File: config.mk
export PLATFORM = sky130hd
export DESIGN_NAME = tl_ad_buffer
export DESIGN_NICKNAME = d
export VERILOG_FILES = /design/src/rtl/tl_ad_buffer_pkg.sv /design/src/rtl/tl_ad_buffer_queue.sv /design/src/rtl/tl_ad_buffer.sv
export SDC_FILE = /design/constraint.sdc
export NUM_CORES = 1
export LEC_CHECK = 0
export ABC_CLOCK_PERIOD_IN_PS = 11900
export CORE_MARGIN = 2
export CORE_UTILIZATION = 40
export CTS_CLUSTER_SIZE = 14
export DETAILED_ROUTE_END_ITERATION = 12
export DONT_BUFFER_PORTS = 1
export GPL_ROUTABILITY_DRIVEN = 0
export PLACE_DENSITY = 0.52
export SETUP_SLACK_MARGIN = 0.05
export SLEW_MARGIN = 0
export SYNTH_ARGS = -nofsm -noshare
export SYNTH_HDL_FRONTEND = slang
export SYNTH_SLANG_ARGS = --single-unit
File: constraint.sdc
create_clock -name clock -period 11.9 [get_ports clock]
set_input_delay 1.785 -clock clock [delete_from_list [all_inputs] [get_ports clock]]
set_output_delay 1.785 -clock clock [all_outputs]
set_load 0.03 [all_outputs]
File: src/rtl/tl_ad_buffer_pkg.sv
// Bundle package for the TileLink A/D buffer: channel beat structs, opcode
// encodings and a helper that sizes occupancy counters.
package tl_ad_buffer_pkg;

  // A-channel beat (client -> manager)
  typedef struct packed {
    logic [2:0]  opcode;
    logic [2:0]  param;
    logic [3:0]  size;
    logic [3:0]  source;
    logic [31:0] address;
    logic [3:0]  mask;
    logic [31:0] data;
    logic        corrupt;
  } TLBundleAST;

  // D-channel beat (manager -> client)
  typedef struct packed {
    logic [2:0]  opcode;
    logic [1:0]  param;
    logic [3:0]  size;
    logic [3:0]  source;
    logic [3:0]  sink;
    logic        denied;
    logic [31:0] data;
    logic        corrupt;
  } TLBundleDST;

  // Opcode encodings
  localparam logic [2:0] TL_A_PUT_FULL_DATA   = 3'd0;
  localparam logic [2:0] TL_A_GET             = 3'd4;
  localparam logic [2:0] TL_D_ACCESS_ACK      = 3'd0;
  localparam logic [2:0] TL_D_ACCESS_ACK_DATA = 3'd1;

  // Occupancy counter width; a wire-through queue still gets a 1-bit port.
  function automatic int count_width(input int depth);
    return (depth <= 0) ? 1 : $clog2(depth + 1);
  endfunction

endpackage

File: src/rtl/tl_ad_buffer_queue.sv
// Generic ready/valid queue (tl_queue) carrying whole beats of type T.
// DEPTH 0 is a plain wire; otherwise circular storage with a maybe_full flag.
// PIPE lets a full queue accept while dequeuing; FLOW bypasses an empty queue.
module tl_queue
  import tl_ad_buffer_pkg::*;
#(
  parameter type T      = logic,
  parameter int  DEPTH  = 2,
  parameter int  PIPE   = 0,
  parameter int  FLOW   = 0,
  localparam int CW     = count_width(DEPTH)
) (
  input  logic          clock,
  input  logic          reset_n,
  input  logic          in_valid,
  output logic          in_ready,
  input  T              in_bits,
  output logic          out_valid,
  input  logic          out_ready,
  output T              out_bits,
  output logic [CW-1:0] count
);

  generate
    if (DEPTH == 0) begin : g_wire
      assign out_valid = in_valid;
      assign out_bits  = in_bits;
      assign in_ready  = out_ready;
      assign count     = '0;
      logic w_unused;
      assign w_unused = ^{clock, reset_n};
    end else begin : g_fifo
      localparam int PW = (DEPTH <= 1) ? 1 : $clog2(DEPTH);

      T              r_mem [DEPTH];
      logic [PW-1:0] r_enq_ptr;
      logic [PW-1:0] r_deq_ptr;
      logic          r_maybe_full;
      logic [CW-1:0] r_count;
      logic          w_ptr_match;
      logic          w_empty;
      logic          w_full;
      logic          w_do_enq;
      logic          w_do_deq;
      logic [PW-1:0] w_enq_ptr_next;
      logic [PW-1:0] w_deq_ptr_next;

      assign w_ptr_match    = (r_enq_ptr == r_deq_ptr);
      assign w_empty        = w_ptr_match && !r_maybe_full;
      assign w_full         = w_ptr_match && r_maybe_full;
      assign w_enq_ptr_next = (r_enq_ptr == PW'(DEPTH - 1)) ? '0 : r_enq_ptr + 1'b1;
      assign w_deq_ptr_next = (r_deq_ptr == PW'(DEPTH - 1)) ? '0 : r_deq_ptr + 1'b1;
      assign count          = r_count;

      // Handshake and bypass: a flowing empty queue hands the input straight out
      always_comb begin
        out_valid = !w_empty;
        out_bits  = r_mem[r_deq_ptr];
        in_ready  = !w_full || ((PIPE != 0) && out_ready);
        w_do_enq  = in_valid && in_ready;
        w_do_deq  = out_valid && out_ready;
        if ((FLOW != 0) && w_empty) begin
          out_valid = in_valid;
          out_bits  = in_bits;
          w_do_deq  = 1'b0;
          if (out_ready) begin
            w_do_enq = 1'b0;
          end
        end
      end

      // Entry storage: written on enqueue, never reset
      always_ff @(posedge clock) begin
        if (w_do_enq) begin
          r_mem[r_enq_ptr] <= in_bits;
        end
      end

      // Pointers, fullness flag and occupancy
      always_ff @(posedge clock or negedge reset_n) begin
        if (!reset_n) begin
          r_enq_ptr    <= '0;
          r_deq_ptr    <= '0;
          r_maybe_full <= 1'b0;
          r_count      <= '0;
        end else begin
          if (w_do_enq) begin
            r_enq_ptr <= w_enq_ptr_next;
          end
          if (w_do_deq) begin
            r_deq_ptr <= w_deq_ptr_next;
          end
          if (w_do_enq != w_do_deq) begin
            r_maybe_full <= w_do_enq;
            r_count      <= w_do_enq ? r_count + 1'b1 : r_count - 1'b1;
          end
        end
      end
    end
  endgenerate

endmodule

File: src/rtl/tl_ad_buffer.sv
// TileLink A/D channel buffer: one independent queue per channel between the
// L1 client port and the manager port.
// Optional macro TL_AD_BUFFER_PERF_EN adds saturating 16-bit stall counters.
module tl_ad_buffer
  import tl_ad_buffer_pkg::*;
#(
  parameter int A_DEPTH = 2,
  parameter int D_DEPTH = 2,
  parameter int A_PIPE  = 0,
  parameter int D_PIPE  = 0,
  parameter int A_FLOW  = 0,
  parameter int D_FLOW  = 0
) (
  input  logic                              clock,
  input  logic                              reset_n,
  input  logic                              a_in_valid,
  output logic                              a_in_ready,
  input  TLBundleAST                        a_in_bits,
  output logic                              a_out_valid,
  input  logic                              a_out_ready,
  output TLBundleAST                        a_out_bits,
  input  logic                              d_in_valid,
  output logic                              d_in_ready,
  input  TLBundleDST                        d_in_bits,
  output logic                              d_out_valid,
  input  logic                              d_out_ready,
  output TLBundleDST                        d_out_bits,
  output logic [count_width(A_DEPTH)-1:0]   a_count,
  output logic [count_width(D_DEPTH)-1:0]   d_count
`ifdef TL_AD_BUFFER_PERF_EN
  ,
  output logic [15:0]                       a_stall_cycles,
  output logic [15:0]                       d_stall_cycles
`else
`endif
);

  tl_queue #(
    .T     (TLBundleAST),
    .DEPTH (A_DEPTH),
    .PIPE  (A_PIPE),
    .FLOW  (A_FLOW)
  ) u_a_queue (
    .clock     (clock),
    .reset_n   (reset_n),
    .in_valid  (a_in_valid),
    .in_ready  (a_in_ready),
    .in_bits   (a_in_bits),
    .out_valid (a_out_valid),
    .out_ready (a_out_ready),
    .out_bits  (a_out_bits),
    .count     (a_count)
  );

  tl_queue #(
    .T     (TLBundleDST),
    .DEPTH (D_DEPTH),
    .PIPE  (D_PIPE),
    .FLOW  (D_FLOW)
  ) u_d_queue (
    .clock     (clock),
    .reset_n   (reset_n),
    .in_valid  (d_in_valid),
    .in_ready  (d_in_ready),
    .in_bits   (d_in_bits),
    .out_valid (d_out_valid),
    .out_ready (d_out_ready),
    .out_bits  (d_out_bits),
    .count     (d_count)
  );

`ifdef TL_AD_BUFFER_PERF_EN
  logic [15:0] r_a_stall;
  logic [15:0] r_d_stall;

  // Count cycles where a beat is offered but not taken, saturating at all-ones
  always_ff @(posedge clock or negedge reset_n) begin
    if (!reset_n) begin
      r_a_stall <= '0;
      r_d_stall <= '0;
    end else begin
      if (a_out_valid && !a_out_ready && (r_a_stall != 16'hFFFF)) begin
        r_a_stall <= r_a_stall + 16'd1;
      end
      if (d_out_valid && !d_out_ready && (r_d_stall != 16'hFFFF)) begin
        r_d_stall <= r_d_stall + 16'd1;
      end
    end
  end

  assign a_stall_cycles = r_a_stall;
  assign d_stall_cycles = r_d_stall;
`else
`endif

endmodule
Word-level counts from Yosys, hierarchy flattened
Memory sizes are Yosys's and may differ from the RTL's.
Index checks and enable logic that the tools add are counted.
{ "word_totals": {"out_inout_bits": 142, "mem_bits_rw": 268, "word_cells": 46, "ff_bits": 10, "input_bits": 140, "memories": 2} }
{ "op_classes": {"mux": 10, "reduce_logical": 14, "n_eq_ne": 4, "add_sub_neg": 8} }
{ "mem_list": {"columns": ["memory", "words", "width", "read_ports", "rd_clocked_by_memory_dff", "wr", "line", "text"], "rows": [
  ["u_a_queue.g_fifo.r_mem", 2, 83, 1, 0, 1, "tl_ad_buffer_queue.sv:35", "T r_mem [DEPTH];"],
  ["u_d_queue.g_fifo.r_mem", 2, 51, 1, 0, 1, "tl_ad_buffer_queue.sv:35", null]
]} }
{ "ops": {"columns": ["op", "count"], "rows": [
  ["1-bit logical AND", 8],
  ["1-bit two-way mux", 8],
  ["1-bit zero test", 6],
  ["1-bit adder, second input constant", 4],
  ["2-bit by 1-bit adder with 2-bit output, second input constant", 2],
  ["2-bit two-way mux", 2],
  ["2-bit by 1-bit subtractor with 2-bit output, second input constant", 2],
  ["1-bit equality test", 2],
  ["1-bit inequality test", 2]
]} }

Longest topological paths before layout
Gate-level depths: netlist of the first run.
{ "logic_depth": {"ltp_word": 6, "ltp_mapped": 5, "depth_no_buf": 4} }

Modules after synthesis
A second synthesis of the first run with hierarchy kept.
{ "hier_totals": {"cells_unflattened": 492, "area_unflattened_um2": 10287.4} }
{ "by_module_without_submodules": {"columns": ["module", "seq_area_each_um2", "area_per_inst_um2", "cells_per_inst", "n_inst"], "rows": [
  ["tl_queue at u_a_queue", 5109.9, 6297.3, 296, 1],
  ["tl_queue at u_d_queue", 3188.1, 3990.1, 196, 1]
]} }

Worst setup path after synthesis of the first run
Ideal clock, no wire load.
{ "synth_timing": {"path_type": "in2reg", "startpoint": "in a_in_valid", "endpoint": "mem u_a_queue.g_fifo.r_mem[1][0] (netlist name) (enable)", "n_path_buf": 1, "setup_ns": 0.552, "t_required_ns": 11.348, "slack_ns": 5.212, "t_arrival_ns": 6.135, "path_stages": 3, "path_cell_list": "clkbuf_1 nand2_1 a21oi_1"} }
{ "synth_between": {"elab_chain_cells": 3} }
{ "synth_rtl": {"columns": ["item", "line", "text"], "rows": [
  ["start: declaration", "tl_ad_buffer.sv:16", "input logic a_in_valid,"],
  ["1-bit logical AND", "tl_ad_buffer_queue.sv:60", "w_do_enq = in_valid && in_ready;"],
  ["1-bit two-way mux", "tl_ad_buffer_queue.sv:74", "if (w_do_enq) begin"],
  ["1-bit two-way mux (not written as such)", "tl_ad_buffer_queue.sv:75", "r_mem[r_enq_ptr] <= in_bits;"],
  ["end: declaration", "tl_ad_buffer_queue.sv:35", null]
]} }
No other way between the ends.

Worst setup path in the final report of the first run
{ "layout_timing": {"startpoint": "reg u_a_queue.g_fifo.r_deq_ptr", "endpoint": "out a_in_ready"} }
{ "layout_between": {"elab_chain_cells": 3} }
{ "layout_rtl": {"columns": ["item", "line", "text"], "rows": [
  ["start: declaration", "tl_ad_buffer_queue.sv:37", "logic [PW-1:0] r_deq_ptr;"],
  ["start signal: assignment", "tl_ad_buffer_queue.sv:91", "r_deq_ptr <= w_deq_ptr_next;"],
  ["1-bit equality test", "tl_ad_buffer_queue.sv:48", "assign w_ptr_match = (r_enq_ptr == r_deq_ptr);"],
  ["1-bit logical AND", "tl_ad_buffer_queue.sv:50", "assign w_full = w_ptr_match && r_maybe_full;"],
  ["1-bit zero test", "tl_ad_buffer_queue.sv:59", "in_ready = !w_full || ((PIPE != 0) && out_ready);"],
  ["end: declaration", "tl_ad_buffer.sv:17", "output logic a_in_ready,"]
]} }
No other way between the ends.

==> summary.md, run 1 <==
| Metric | Value |
|---|---|
| Share of the clock period used by the worst path | 36.8% |
| Area grow syn2layout | 13.2% |
| Proportion of layout cells with a drive suffix above 1 | a little over a third |
| Launch point of the critical path | u_a_queue.g_fifo.r_deq_ptr |
| Max FO, Critical Path | between 50 and 60 |
| Initial Utilization | 40.8% |
| Residual DRC | 0 |
| Total congestion overflow | 0 |
| CP Class | reg2out |
| Worst-case clock skew | around 9 ps |
| Max Fclk | ~0.23 GHz |
| Number of buffer cells added on primary ports | 0 |
| Number of buffers inserted by post-CTS setup repair | 0 |
| Portion of synthesized cell area occupied by the leading cell type | between 70% and 80% |
| Register-to-Register Setup Slack | 8780 ps |
| All-Layer GR Usage | between 10% and 20% |
| Worst endpoint required time | between 10000 and 15000 ps |
| Number of violations reported at the end of detailed-routing iteration 0 | between 200 and 300 |
| Worst Reg2Reg Path Length in Cells | 3 |
| Max-slew violation count | 0 |
| Warnings, synthesis | 0 |
| Antenna Diode Count | 0 |
| Number of gates resized after CTS | 0 |
| Hold violation count in the final report | 0 |
| Full die area | roughly 27000 sq um |
| Leading area contributor after synthesis | sky130_fd_sc_hd__edfxtp_1 |
| Total number of placement rows | 58 |
| Worst min-delay path endpoint | u_a_queue.count[1] |
| Synthesized cell area | between 10000 and 15000 sq um |
| Post-synth ARST share | 3.60% |
| Max transition margin | between 20 and 30% |
| Number of synthesized register bits | about 280 |
| Distinct cell type count after synthesis | 20 |
| Maximum number of pins on one net before global-route repair | just under 80 |
| Leakage | about 3.8 nW |
| Maximum root-to-sink buffer count | 3 |
| Number of global-route vias before repair | ~4700 |
| Total detailed-routing wirelength | 19800 um |
| Longest individual stage delay on the worst path | ~770 ps |
| Clock latency reported for the late side of the worst-skew pair | 530 ps |
| Count of clock tree sinks | 278 |
| Die Width | about 160 um |
| Clock-pin slew reported for the worst setup and hold paths after clock tree synthesis | approximately 60 ps |
| Leading cell types by total area after synthesis | sky130_fd_sc_hd__edfxtp_1, sky130_fd_sc_hd__mux2_2, sky130_fd_sc_hd__dfrtp_1 |
| Primary FF master, synth | sky130_fd_sc_hd__edfxtp_1 |
| Setup TNS | 0 ps |
| Worst vdd rail ir drop | ~0.00018 V |
| Post-DR vias/cell | between 5 and 6 |
| Number of enable-type register cells in the synthesized netlist | ~270 |
| DRT antenna net count | 0 |
| Hold WC Path Type | reg2reg |
| Source of the worst register-to-register timing path | u_a_queue.g_fifo.r_deq_ptr |
| Mean cell area of the mapped netlist | 21.0 sq um |
| Sequential share of the synthesized area | 80.8% |
| Total iterations of the first detailed-routing run | 4 |
| Overall power consumption | 3.35 mW |
| Unrepaired setup endpoints after global routing | false |
| Max-cap check violation count | 0 |
| Synthesized netlist net count | 628 |
| Number of instances in the synthesized netlist | 488 |
| Core Box Area | approximately 25000 sq um |
| Post-detailed-placement half-perimeter wirelength | roughly 13000 um |
| Cts hold-fix bufs | 0 |
| End of the worst register-to-register path | u_a_queue.g_fifo.r_mem[0][21] |
| Cell at the slowest stage of the critical path | sky130_fd_sc_hd__dfrtp_4 |
| Average wire per standard cell | approximately 23 um |
| # IOs | between 200 and 300 |
| Pwr per Cell Area | roughly 290 nW/um^2 |
| Kind of end point of the critical path | output port |
| Min-Delay Startpoint | u_a_queue.count[1] |
| Time the worst path needs with I/O delays and setup | 4380 ps |
| CTS tree | done |
| Hold-critical path depth | 1 |
| Number of buffers created by CTS | 30 |
| Number of nets in the layout | approximately 650 |
| Global-route wire length before repair | approximately 28000 um |
| Arr. time, crit path | 2590 ps |
| Antenna violations before repair | 0 |
| Height of the die | between 150 and 200 um |
| Cell chain of the critical path | buf_4 -> xnor2_1 -> nand2_1 |
| Via count | approximately 4400 |
| Buffer type at the clock tree root | sky130_fd_sc_hd__clkbuf_16 |
| Number of endpoints failing setup at the final stage | 0 |
| Transition time of the tightest slew-check pin | ~1100 ps |
| Run status | finished, final reports clean |
| H-tree lvl count | 1 |
| Kind of launch point of the worst setup path | flop |
worst max path at each step:
stage                                         endpoint
after global placement                      a_in_ready
after global routing                        a_in_ready
after detailed placement                    a_in_ready
final                                       a_in_ready
after CTS                                   a_in_ready
after floorplan           u_a_queue.g_fifo.r_mem[1][0]
cell type report:
cell class / instances / area (sq um)
Multi-Input combinational cell: 186 / 1890
Timing Repair Buffer: 6 / 45.0
Clock inverter: 17 / 159
Sequential cell: 278 / 8300
Clock buffer: 35 / 791
Inverter: 6 / 22.5
Tap cell: 330 / 413
Fill cell: 2087 / 13600
sequential cells by signal, indices dropped and copies added (netlist names):
signal and flops:
u_d_queue.count 2, u_d_queue.g_fifo.r_mem 102, u_d_queue.g_fifo.r_enq_ptr 1, u_a_queue.g_fifo.r_enq_ptr 1
u_a_queue.g_fifo.r_deq_ptr 1, u_a_queue.count 2, u_a_queue.g_fifo.r_mem 166, u_d_queue.g_fifo.r_maybe_full 1
u_d_queue.g_fifo.r_deq_ptr 1, u_a_queue.g_fifo.r_maybe_full 1
placed cells by master (no fill, tap or decap), types with 2 or more instances in the layout:
cell / synthesis / final
sky130_fd_sc_hd__a32oi_1: 2 / 2
sky130_fd_sc_hd__clkinv_1: 0 / 8
sky130_fd_sc_hd__a21oi_4: 0 / 2
sky130_fd_sc_hd__o21ai_0: 10 / 10
sky130_fd_sc_hd__clkbuf_16: 0 / 31
sky130_fd_sc_hd__xnor2_1: 4 / 4
sky130_fd_sc_hd__nand2_1: 10 / 10
sky130_fd_sc_hd__inv_1: 6 / 6
sky130_fd_sc_hd__edfxtp_1: 268 / 268
sky130_fd_sc_hd__buf_4: 0 / 6
sky130_fd_sc_hd__clkbuf_1: 3 / 4
sky130_fd_sc_hd__xor2_1: 2 / 2
sky130_fd_sc_hd__and3_1: 2 / 2
sky130_fd_sc_hd__mux2i_1: 4 / 4
sky130_fd_sc_hd__bufinv_16: 0 / 3
sky130_fd_sc_hd__xor2_2: 2 / 2
sky130_fd_sc_hd__a22oi_1: 2 / 2
sky130_fd_sc_hd__nor2_1: 2 / 2
sky130_fd_sc_hd__mux2_2: 136 / 136
sky130_fd_sc_hd__dfrtp_1: 10 / 8
sky130_fd_sc_hd__clkinv_2: 0 / 4
sky130_fd_sc_hd__o22ai_1: 2 / 2
sky130_fd_sc_hd__a31oi_1: 4 / 4
cell usage after synthesis (3+ instances only):
library cell,instances
sky130_fd_sc_hd__clkbuf_1,3
sky130_fd_sc_hd__a31oi_1,4
sky130_fd_sc_hd__xnor2_1,4
sky130_fd_sc_hd__o21ai_0,10
sky130_fd_sc_hd__mux2_2,136
sky130_fd_sc_hd__nand2_1,10
sky130_fd_sc_hd__edfxtp_1,268
sky130_fd_sc_hd__inv_1,6
sky130_fd_sc_hd__dfrtp_1,10
sky130_fd_sc_hd__buf_2,15
sky130_fd_sc_hd__mux2i_1,4
stage by stage:
step	cell area (sq um)	util [%]	cells	hold slack, ps	setup slack (ps)
2_1_floorplan	10300	-	488	644	5210
3_3_place_gp	10700	42.4	806	682	8150
3_5_place_dp	10700	42.4	806	692	8080
4_1_cts	11600	46.2	858	700	7500
5_1_grt	11600	46.2	858	738	7360
6_report	11600	46.2	858	690	7520
layer usage:
layer	global-route usage, %	part of all wire, %	vias to the layer above	routed length (um)
met1	14.8	33	2202	6630
met5	0	0	-	0
li1	-	-	1970	-
met2	25.0	53	188	10500
met4	5.94	3.4	0	668
met3	6.06	10	42	2040
power by group:
group          switching (mW)  internal (mW)
registers               0.106           1.33
clock network           0.349          0.534
logic                   0.751          0.276
worst max-delay path: cells and delay by family (launching register included):
family,cells,cell delay [ps]
flops,1,770
simple gates,1,310
buf+inv,1,700
xor+xnor,1,230
cell families after synthesis:
family | share of synthesized area, %
buffers and inverters | 1.06
flip-flops | 80.8
multiplexers | 15.3
AND/OR/NAND/NOR | 0.560
AO/OA/AOI/OAI | 1.46
XOR/XNOR | 0.828
(Power assumes the default switching activity.)
==> inputs of run 2 (changes only) <==
- ABC_CLOCK_PERIOD_IN_PS: 11900 -> 3800
- PLACE_DENSITY: 0.52 -> 0.54
- clock period: 11.9 -> 3.8 ns (I/O delays scaled with it)
==> run 2 against run 1 <==
Final area rose by 0.18%. Largest cell class unchanged. Combinational power rose to 3.1 times the previous value. Critical endpoint is now a_out_bits[72]. Clock power rose to 3.1 times the previous value.
==> summary.md, run 2 (synthesis gave the netlist of run 1 again) <==
| Metric | Value |
|---|---|
| Run status | finished, final reports clean |
| Area of combinational cells with multiple inputs | 1890 sq um (unchanged) |
| H-tree lvl count | 1 (unchanged) |
| Met3 GRT Util | 5.20% (-0.86 points) |
| Die Width | 164 um (unchanged) |
| Hold-critical path depth | 0 (-1) |
| Buffer type at the clock tree root | sky130_fd_sc_hd__clkbuf_16 |
| Antenna Diode Count | 0 (unchanged) |
| Count of clock tree sinks | 278 (unchanged) |
| Max-slew violation count | 0 (unchanged) |
| Setup TNS | 0 ps (unchanged) |
| Kind of launch point of the worst setup path | flop |
| Clock latency reported for the late side of the worst-skew pair | 540 ps (about the same) |
| Depth of the critical timing path with buffers and inverters included | 2 (-1) |
| Post-detailed-placement half-perimeter wirelength | 13000 um (-1.8%) |
| Cell at the slowest stage of the critical path | sky130_fd_sc_hd__dfrtp_4 |
| Filler cells | 2085 (-0.096%) |
| Met1 GRT Util | 14.3% (-0.52 points) |
| Worst Reg2Reg Path Length in Cells | 2 (-1) |
| Proportion of layout cells with a drive suffix above 1 | 36.3% (+0.36 points) |
| Max reg flops | 166 (unchanged) |
| Maximum root-to-sink buffer count | 3 (unchanged) |
| Max transition margin | 38.1% (+10 points) |
| All-Layer GR Usage | 13.8% (-0.38 points) |
| Total iterations of the first detailed-routing run | 6 (+2) |
| Number of violations reported at the end of detailed-routing iteration 0 | 304 (+8.2%) |
| Commonest cells after routing, fill and taps aside | sky130_fd_sc_hd__edfxtp_1, sky130_fd_sc_hd__mux2_2, sky130_fd_sc_hd__clkbuf_16, sky130_fd_sc_hd__nand2_1, sky130_fd_sc_hd__o21ai_0 |
| Number of buffer cells added on primary ports | 0 (unchanged) |
| Post-layout util | 46.3% (+0.084 points) |
| Leading cell type in the layout, fill and taps excluded | sky130_fd_sc_hd__edfxtp_1 |
| Height of the die | 164 um (unchanged) |
| Core Box Area | 25200 sq um (unchanged) |
| Full die area | 27000 sq um (unchanged) |
| Post-DR vias/cell | 5.06 (-1.3%) |
| Longest individual stage delay on the worst path | 1020 ps (+250 ps) |
| Number of nets in the layout | 649 (+0.15%) |
| Leakage | 3.80 nW (+0.32%) |
| Total area of sequential cells | 8300 sq um (unchanged) |
| Share of the clock period used by the worst path | 80.9% |
| Pwr per Cell Area | 898 nW/um^2 (+210%) |
| Top flop regs | u_a_queue.g_fifo.r_mem: 166 flops, u_d_queue.g_fifo.r_mem: 102 flops |
| Unrepaired setup endpoints after global routing | false |
| CTS tree | done |
| Max-cap check violation count | 0 (unchanged) |
| # IOs | 282 (unchanged) |
| Crit-path leading delay family | flip-flops |
| Number of buffers created by CTS | 29 (-3.3%) |
| Register bank with the most flops | u_a_queue.g_fifo.r_mem |
| Clock-pin slew reported for the worst setup and hold paths after clock tree synthesis | 60 ps (about the same) |
| Arr. time, crit path | 2510 ps (-80 ps) |
| Top Usage Layer GRT | met2 |
| Transition time of the tightest slew-check pin | 929 ps (-156 ps) |
| Via count | 4360 (-0.95%) |
| Worst-case clock skew | 21.3 ps (+12.2 ps) |
| Hold violation count in the final report | 0 (unchanged) |
| Max FO, Critical Path | 66 (+22%) |
| Initial Utilization | 40.8% (unchanged) |
| Total congestion overflow | 0 (unchanged) |
| Met2 demand-to-capacity share in global routing | 25.4% (+0.42 points) |
| Worst endpoint required time | 3230 ps (-6890 ps) |
| Residual DRC | 0 (unchanged) |
| Worst vdd rail ir drop | 0.000601 V (+240%) |
| Hold WC Path Type | in2reg |
| Total detailed-routing wirelength | 19600 um (-0.89%) |
| Max Fclk | approximately 0.33 GHz |
| Cell chain of the critical path | buf_4 -> mux2_2 |
| Area grow syn2layout | 13.4% |
| Antenna violations before repair | 0 (unchanged) |
| Average wire per standard cell | 22.8 um (-1.2%) |
| Number of global-route vias before repair | 4658 (-0.94%) |
| Global-route wire length before repair | 27900 um (-2.0%) |
| Time the worst path needs with I/O delays and setup | 3080 ps |
| CP Class | reg2out |
| DRT antenna net count | 0 (unchanged) |
| Maximum number of pins on one net before global-route repair | 67 (-15%) |
| Total number of placement rows | 58 (unchanged) |
| Kind of end point of the critical path | output port |
| Worst Path Buf+Inv | 1 (unchanged) |
| Number of endpoints failing setup at the final stage | 0 (unchanged) |
## run 2: cell count changes in the layout (fill, tap and decap cells not counted)
cell,change
sky130_fd_sc_hd__inv_6,+3
sky130_fd_sc_hd__bufinv_16,-1
sky130_fd_sc_hd__buf_12,+2
sky130_fd_sc_hd__clkinvlp_4,-1
sky130_fd_sc_hd__buf_4,-1
sky130_fd_sc_hd__clkbuf_8,+4
sky130_fd_sc_hd__clkbuf_16,-2
sky130_fd_sc_hd__clkinv_1,-1
sky130_fd_sc_hd__dlygate4sd3_1,+1
sky130_fd_sc_hd__inv_8,-1
## run 2: final timing paths
| kind | startpoint | end | slack [ps] |
|---|---|---|---|
| max | u_a_queue.g_fifo.r_deq_ptr | a_out_bits[72] | 720 |
| min | a_in_bits[30] | u_a_queue.g_fifo.r_mem[1][30] | 120 |
| max reg2reg | u_a_queue.g_fifo.r_deq_ptr | u_a_queue.g_fifo.r_mem[0][57] | 1370 |
| min reg2reg | u_d_queue.g_fifo.r_deq_ptr | u_d_queue.g_fifo.r_deq_ptr | 620 |
| max in group asynchronous | reset_n | u_a_queue.g_fifo.r_deq_ptr | 2970 |
| min in group asynchronous | reset_n | u_d_queue.g_fifo.r_maybe_full | 440 |
## run 2: metrics by stage
stage	instances	worst slack [ps]	power, mW	area [sq um]	hold slack [ps]
2_1_floorplan	488	66.4	7.32	10300	274
3_3_place_gp	807	1260	7.79	10700	275
3_5_place_dp	807	1210	7.86	10700	275
4_1_cts	861	627	10.6	11600	85.9
5_1_grt	861	577	10.9	11600	87.1
6_report	861	724	10.5	11600	118
## run 2: cell type report
cell class	count	share of cell area, %
inverter	6	0.193
multi-input combinational	186	16.3
timing repair buffer	8	0.752
sequential	278	71.3
clock buffer	37	6.83
tap	330	3.54
clock inverter	16	1.14
## run 2: report_power, final
group          switching, mW  internal (mW)  total (mW)
logic                   2.30          0.890        3.19
clock network           1.11           1.61        2.72
registers              0.394           4.15        4.55
## run 2: metal layers
layer	vias up	wire length [um]	share of wire [%]
li1	1972	-	-
met5	-	0	0
met3	37	1760	9.0
met4	0	638	3.2
met2	164	10700	54
met1	2187	6540	33
## run 2: timing repair
action,4_1_cts,5_1_grt
gates resized for setup,0,0
endpoints found under the hold margin,10,0
setup buffers,0,0
hold buffers,1,0
